--- src/rtl/rpn_lan_to_network_bridge_merger.sv ---
// Packet-locked 3:1 AXIS merger (seq-num init, LAN TX, LAN RX) feeding the network bridge through a skid-buffered output stage.
// Build option: RPN_LAN_MERGER_STRICT_PRIORITY_EN selects fixed priority (source 0 > 1 > 2) instead of round-robin.
module rpn_lan_to_network_bridge_merger #(
  parameter int AXIS_DATA_WIDTH        = 32,
  parameter int AXIS_KEEP_WIDTH        = AXIS_DATA_WIDTH/8,
  parameter int AXIS_TO_NB_TDEST_WIDTH = 8,
  parameter int AXIS_TO_NB_TUSER_WIDTH = 32
) (
  input  logic                              i_clk,
  input  logic                              i_ap_rst_n,

  input  logic                              from_rpn_LAN_seq_num_initializer_tvalid,
  output logic                              from_rpn_LAN_seq_num_initializer_tready,
  input  logic [AXIS_DATA_WIDTH-1:0]        from_rpn_LAN_seq_num_initializer_tdata,
  input  logic [AXIS_KEEP_WIDTH-1:0]        from_rpn_LAN_seq_num_initializer_tkeep,
  input  logic [AXIS_TO_NB_TDEST_WIDTH-1:0] from_rpn_LAN_seq_num_initializer_tid,
  input  logic [AXIS_TO_NB_TDEST_WIDTH-1:0] from_rpn_LAN_seq_num_initializer_tdest,
  input  logic [AXIS_TO_NB_TUSER_WIDTH-1:0] from_rpn_LAN_seq_num_initializer_tuser,
  input  logic                              from_rpn_LAN_seq_num_initializer_tlast,

  input  logic                              from_rpn_LAN_TX_tvalid,
  output logic                              from_rpn_LAN_TX_tready,
  input  logic [AXIS_DATA_WIDTH-1:0]        from_rpn_LAN_TX_tdata,
  input  logic [AXIS_KEEP_WIDTH-1:0]        from_rpn_LAN_TX_tkeep,
  input  logic [AXIS_TO_NB_TDEST_WIDTH-1:0] from_rpn_LAN_TX_tid,
  input  logic [AXIS_TO_NB_TDEST_WIDTH-1:0] from_rpn_LAN_TX_tdest,
  input  logic [AXIS_TO_NB_TUSER_WIDTH-1:0] from_rpn_LAN_TX_tuser,
  input  logic                              from_rpn_LAN_TX_tlast,

  input  logic                              from_rpn_LAN_RX_tvalid,
  output logic                              from_rpn_LAN_RX_tready,
  input  logic [AXIS_DATA_WIDTH-1:0]        from_rpn_LAN_RX_tdata,
  input  logic [AXIS_KEEP_WIDTH-1:0]        from_rpn_LAN_RX_tkeep,
  input  logic [AXIS_TO_NB_TDEST_WIDTH-1:0] from_rpn_LAN_RX_tid,
  input  logic [AXIS_TO_NB_TDEST_WIDTH-1:0] from_rpn_LAN_RX_tdest,
  input  logic [AXIS_TO_NB_TUSER_WIDTH-1:0] from_rpn_LAN_RX_tuser,
  input  logic                              from_rpn_LAN_RX_tlast,

  output logic                              to_network_bridge_tvalid,
  input  logic                              to_network_bridge_tready,
  output logic [AXIS_DATA_WIDTH-1:0]        to_network_bridge_tdata,
  output logic [AXIS_KEEP_WIDTH-1:0]        to_network_bridge_tkeep,
  output logic [AXIS_TO_NB_TDEST_WIDTH-1:0] to_network_bridge_tid,
  output logic [AXIS_TO_NB_TDEST_WIDTH-1:0] to_network_bridge_tdest,
  output logic [AXIS_TO_NB_TUSER_WIDTH-1:0] to_network_bridge_tuser,
  output logic                              to_network_bridge_tlast,

  output logic [1:0]                        o_grant
);

  localparam int BEAT_W = AXIS_DATA_WIDTH + AXIS_KEEP_WIDTH + 2*AXIS_TO_NB_TDEST_WIDTH
                        + AXIS_TO_NB_TUSER_WIDTH + 1;

  typedef enum logic {ST_IDLE, ST_LOCKED} state_t;

  state_t            state, state_next;
  logic [1:0]        lock_src, lock_src_next;
  logic [1:0]        pick, sel;
  logic [2:0]        src_valid;
  logic [BEAT_W-1:0] src_beat [3];
  logic [BEAT_W-1:0] in_beat, main_beat, skid_beat;
  logic              any_valid, sel_valid, in_ready, accept, in_last, grant_en;
  logic              main_valid, skid_valid;

  // Beats are carried as one flat word with tlast in bit 0.
  assign src_valid = {from_rpn_LAN_RX_tvalid, from_rpn_LAN_TX_tvalid,
                      from_rpn_LAN_seq_num_initializer_tvalid};
  assign src_beat[0] = {from_rpn_LAN_seq_num_initializer_tdata, from_rpn_LAN_seq_num_initializer_tkeep,
                        from_rpn_LAN_seq_num_initializer_tid, from_rpn_LAN_seq_num_initializer_tdest,
                        from_rpn_LAN_seq_num_initializer_tuser, from_rpn_LAN_seq_num_initializer_tlast};
  assign src_beat[1] = {from_rpn_LAN_TX_tdata, from_rpn_LAN_TX_tkeep, from_rpn_LAN_TX_tid,
                        from_rpn_LAN_TX_tdest, from_rpn_LAN_TX_tuser, from_rpn_LAN_TX_tlast};
  assign src_beat[2] = {from_rpn_LAN_RX_tdata, from_rpn_LAN_RX_tkeep, from_rpn_LAN_RX_tid,
                        from_rpn_LAN_RX_tdest, from_rpn_LAN_RX_tuser, from_rpn_LAN_RX_tlast};

`ifdef RPN_LAN_MERGER_STRICT_PRIORITY_EN
  always_comb begin
    if (src_valid[0])      pick = 2'd0;
    else if (src_valid[1]) pick = 2'd1;
    else                   pick = 2'd2;
  end
`else
  logic [1:0] last_grant;
  logic [1:0] rr_cand;
  logic       rr_found;

  always_comb begin
    pick     = 2'd0;
    rr_cand  = 2'd0;
    rr_found = 1'b0;
    for (int unsigned k = 1; k <= 3; k++) begin
      rr_cand = 2'((32'(last_grant) + k) % 3);
      if (!rr_found && src_valid[rr_cand]) begin
        pick     = rr_cand;
        rr_found = 1'b1;
      end
    end
  end

  always_ff @(posedge i_clk or negedge i_ap_rst_n) begin
    if (!i_ap_rst_n)          last_grant <= 2'd2;
    else if (accept && in_last) last_grant <= sel;
  end
`endif

  // Reset gates ready combinationally so sources see tready low as soon as reset asserts.
  always_comb begin
    any_valid = |src_valid;
    sel       = (state == ST_LOCKED) ? lock_src : pick;
    sel_valid = (state == ST_LOCKED) ? src_valid[sel] : any_valid;
    in_ready  = i_ap_rst_n & ~skid_valid;
    accept    = sel_valid & in_ready;
    in_beat   = src_beat[sel];
    in_last   = in_beat[0];
    grant_en  = in_ready & ((state == ST_LOCKED) | any_valid);
    from_rpn_LAN_seq_num_initializer_tready = grant_en & (sel == 2'd0);
    from_rpn_LAN_TX_tready                  = grant_en & (sel == 2'd1);
    from_rpn_LAN_RX_tready                  = grant_en & (sel == 2'd2);
  end

  always_comb begin
    state_next    = state;
    lock_src_next = lock_src;
    if (accept) begin
      if (in_last) begin
        state_next = ST_IDLE;
      end else begin
        state_next    = ST_LOCKED;
        lock_src_next = sel;
      end
    end
    o_grant = (state == ST_LOCKED) ? lock_src : 2'd3;
  end

  always_ff @(posedge i_clk or negedge i_ap_rst_n) begin
    if (!i_ap_rst_n) begin
      state    <= ST_IDLE;
      lock_src <= 2'd0;
    end else begin
      state    <= state_next;
      lock_src <= lock_src_next;
    end
  end

  // Skid register only catches a beat accepted while the main register is stalled.
  always_ff @(posedge i_clk or negedge i_ap_rst_n) begin
    if (!i_ap_rst_n) begin
      main_valid <= 1'b0;
      skid_valid <= 1'b0;
      main_beat  <= '0;
      skid_beat  <= '0;
    end else if (accept) begin
      if (main_valid && !to_network_bridge_tready) begin
        skid_valid <= 1'b1;
        skid_beat  <= in_beat;
      end else begin
        main_valid <= 1'b1;
        main_beat  <= in_beat;
      end
    end else if (to_network_bridge_tready || !main_valid) begin
      if (skid_valid) begin
        main_beat  <= skid_beat;
        skid_valid <= 1'b0;
      end else begin
        main_valid <= 1'b0;
      end
    end
  end

  assign to_network_bridge_tvalid = main_valid;
  assign {to_network_bridge_tdata, to_network_bridge_tkeep, to_network_bridge_tid,
          to_network_bridge_tdest, to_network_bridge_tuser, to_network_bridge_tlast} = main_beat;

endmodule
--- config.mk ---
export PLATFORM = sky130hd
export DESIGN_NAME = rpn_lan_to_network_bridge_merger
export DESIGN_NICKNAME = d
export VERILOG_FILES = /design/src/rtl/rpn_lan_to_network_bridge_merger.sv
export SDC_FILE = /design/constraint.sdc
export NUM_CORES = 1
export LEC_CHECK = 0
export BUFFER_PORTS_ARGS = -buffer_cell sky130_fd_sc_hd__buf_2
export CORE_ASPECT_RATIO = 1.1
export CORE_MARGIN = 4
export CORE_UTILIZATION = 50
export DETAILED_ROUTE_END_ITERATION = 8
export HOLD_SLACK_MARGIN = 0.1
export PLACE_DENSITY = 0.89
export SETUP_SLACK_MARGIN = 0.3
export SLEW_MARGIN = 20
export SYNTH_ARGS = -nofsm -noshare
export SYNTH_HDL_FRONTEND = slang
export SYNTH_SLANG_ARGS = --single-unit
--- constraint.sdc ---
create_clock -name i_clk -period 4.3 [get_ports i_clk]
set_input_delay 0.43 -clock i_clk [delete_from_list [all_inputs] [get_ports i_clk]]
set_output_delay 0.43 -clock i_clk [all_outputs]
set_load 0.1 [all_outputs]
==> reports/qor.yml <==
status: "completed"
hp-class: "input pin to register"
final_max_slew_viol_count: 0
fmax_mhz: 272
hold-worst-slack_ns: 0.350
antenna_found_initial: 1
avgSynthCellArea_um2: 11.1
fill_cells: 1427
grt_pass1_vias: 8195
crit_required_ns: 3.87
wl_per_cell_um: 18.3
finalSetupViolations: 0
die_width_um: 138
hold_violations: 0
drc_errors: 0
drtIter0Drc: 385
nets: 1432
crit_arrival_ns: 3.25
syn_nets: 1111
tightest_slew_ns: 0.957
synth_top_area_share_pct: 47.0
fin_crit_ns: 3.68
ctsHtreeMaxLevel: 4
viasPerCell: 5.67
cts_tree: "done"
synth_edf_count: 0
ys_types: 52
ys_warn_count: 0
clkTransAtPathRegs_ns: 0.07
gr-usage-all-layers_pct: 24.1
row_count: 52
vias: 8065
dieArea_um2: 21000
clock_sinks: 177
cts-root-buf: "clkbuf_16"
fin_skew_ns: 0.00990
grt_pass1_wl_mm: 41.1
n_antenna_cell: 0
dr.pass1.iters: 4
path_max_fanout: 7
dp_hpwl_mm: 18.5
yosysTopAreaCell: "dfrtp_1"
die_y_um: 152
ant_nets: 0
maxCapViolCount: 0
ios: 352
worstSkewPairLatency_ns: 0.41
ys_top_cells_by_area: "dfrtp_1 (47%), mux2_2 (9.9%), mux2i_1 (9.6%), a22o_1 (7.1%), a21o_1 (6.1%)"
grt_overflow: 0
clock_path_buffers: 2
gp_congestion: 0.914
drive_gt1_share_pct: 41.8
async_reset_ff_share_pct: 100
syn_area_um2: 9370
slew_headroom_pct: 35.5
ys_seq_elements: 177
port_buffers: 351
start_util_pct: 50.9
tns_ns: 0
rsz0062_at_grt: "no"
ys_seq_area_share_pct: 47.3
post-route-period-util_pct: 85.5
cts_setup_buffers: 0
routed_wirelength_mm: 26.1
cp-end-kind: "output port"
ys.flop_type: "dfrtp_1"
numCtsBuffers: 17
cts_resized: 0
synthCells: 846
start_kind: "register"
area_growth_pct: 27.7
critPathKind: "register to output port"
regArea_um2: 4430
core_region_area_um2: 18400
grt_max_degree: 86
multi_input_area_um2: 4570
[flip-flops by register name, indices dropped and copies added (netlist names)]
signal / count
lock_src: 2
main_beat: 85
to_network_bridge_tvalid: 1
last_grant: 2
state: 1
skid_beat: 85
skid_valid: 1
[metal layers]
layer  track usage (%)  up-vias  part of all wire [%]
met5                 0        -                 0.050
met4              9.04        2                   2.2
met3              6.18       42                   7.5
met2              43.0      370                    51
met1              28.2     3893                    39
li1                  -     3758                     -
[synth_stat cells, types with 4 or more instances]
library cell / number
o21ai_0: 90
mux2_2: 82
mux2i_1: 90
buf_4: 8
and2_1: 4
ha_1: 4
clkbuf_1: 35
buf_6: 6
inv_1: 20
a21o_1: 76
a22oi_1: 16
buf_2: 16
nand3_1: 4
dfrtp_1: 176
nor2_1: 4
nand2b_1: 5
nand2_1: 84
a22o_1: 76
a21oi_1: 5
[through the flow]
step	util [%]	area, um^2	setup WS, ns	std cells
after CTS	64.8	11900	0.645	1422
after detailed placement	61.4	11300	0.823	1389
final	64.9	12000	0.622	1423
after floorplan	-	9370	0.645	846
after global placement	61.4	11300	0.879	1389
after global routing	64.9	12000	0.390	1423
[cell families (layout without fill, tap and decap cells)]
logic type / Yosys count / after routing / share of synthesized area [%]
AOI/OAI and AO/OA: 289 / 289 / 22.3
DFF: 177 / 177 / 47.3
muxes: 175 / 175 / 19.9
and+or+nand+nor: 116 / 116 / 5.52
buffers and inverters: 85 / 419 / 4.42
adders and majority gates: 4 / 4 / 0.534
[critical path: stages (launching register included)]
cell and delay [ns]:
dfstp_2 0.54, inv_1 0.06, ha_1 0.26, mux2i_1 0.17, o21ai_0 0.77, nor2_1 0.12
o31ai_1 0.50, nor2_1 0.10, buf_2 0.32
[cells in the final DEF (no fill, tap or decap), types with 3 or more instances in the layout]
| cell | instances |
|---|---|
| ha_1 | 4 |
| nor2_1 | 4 |
| inv_1 | 20 |
| a22oi_1 | 16 |
| mux2i_1 | 90 |
| a22o_1 | 76 |
| clkinv_2 | 3 |
| nand2_1 | 83 |
| dfrtp_1 | 176 |
| buf_2 | 350 |
| a21o_1 | 76 |
| o31ai_1 | 3 |
| o21ai_4 | 3 |
| and2_1 | 4 |
| buf_12 | 5 |
| inv_6 | 4 |
| o21ai_0 | 90 |
| clkbuf_16 | 17 |
| nand3b_1 | 3 |
| a21oi_1 | 5 |
| nand3_1 | 4 |
| mux2_2 | 82 |
| buf_4 | 9 |
| bufinv_16 | 3 |
| nand2b_1 | 5 |
[layout make-up]
| type | count | share of cell area, % |
|---|---|---|
| clock buffers | 18 | 3.67 |
| clock inverters | 14 | 1.48 |
| inverters | 20 | 0.628 |
| multi-input cells | 584 | 38.2 |
| flip-flops and latches | 177 | 37.0 |
| well taps | 243 | 2.54 |
| repair buffers | 367 | 16.5 |
[worst paths after layout]
path                                            from                endpoint  slack, ns  depth (start not counted)
setup reg to reg                       last_grant[1]           skid_beat[19]       0.77                         10
hold reg to reg                         main_beat[4]            main_beat[4]       0.50                          2
hold / removal             from_rpn_LAN_RX_tdata[30]           main_beat[83]       0.35                          3
min in group asynchronous                 i_ap_rst_n           main_beat[35]       0.43                          2
setup / recovery                       last_grant[1]  from_rpn_LAN_TX_tready       0.62                          8
max in group asynchronous                 i_ap_rst_n           skid_beat[83]       2.62                          3
[repair_timing]
action                     in CTS  in global routing
hold endpoints to repair       23                  0
setup endpoints to repair       0                  0
hold buffers                    1                  0
Power is not shown: default switching activity piles up to over one toggle a cycle in this logic, so the estimate is an artifact.
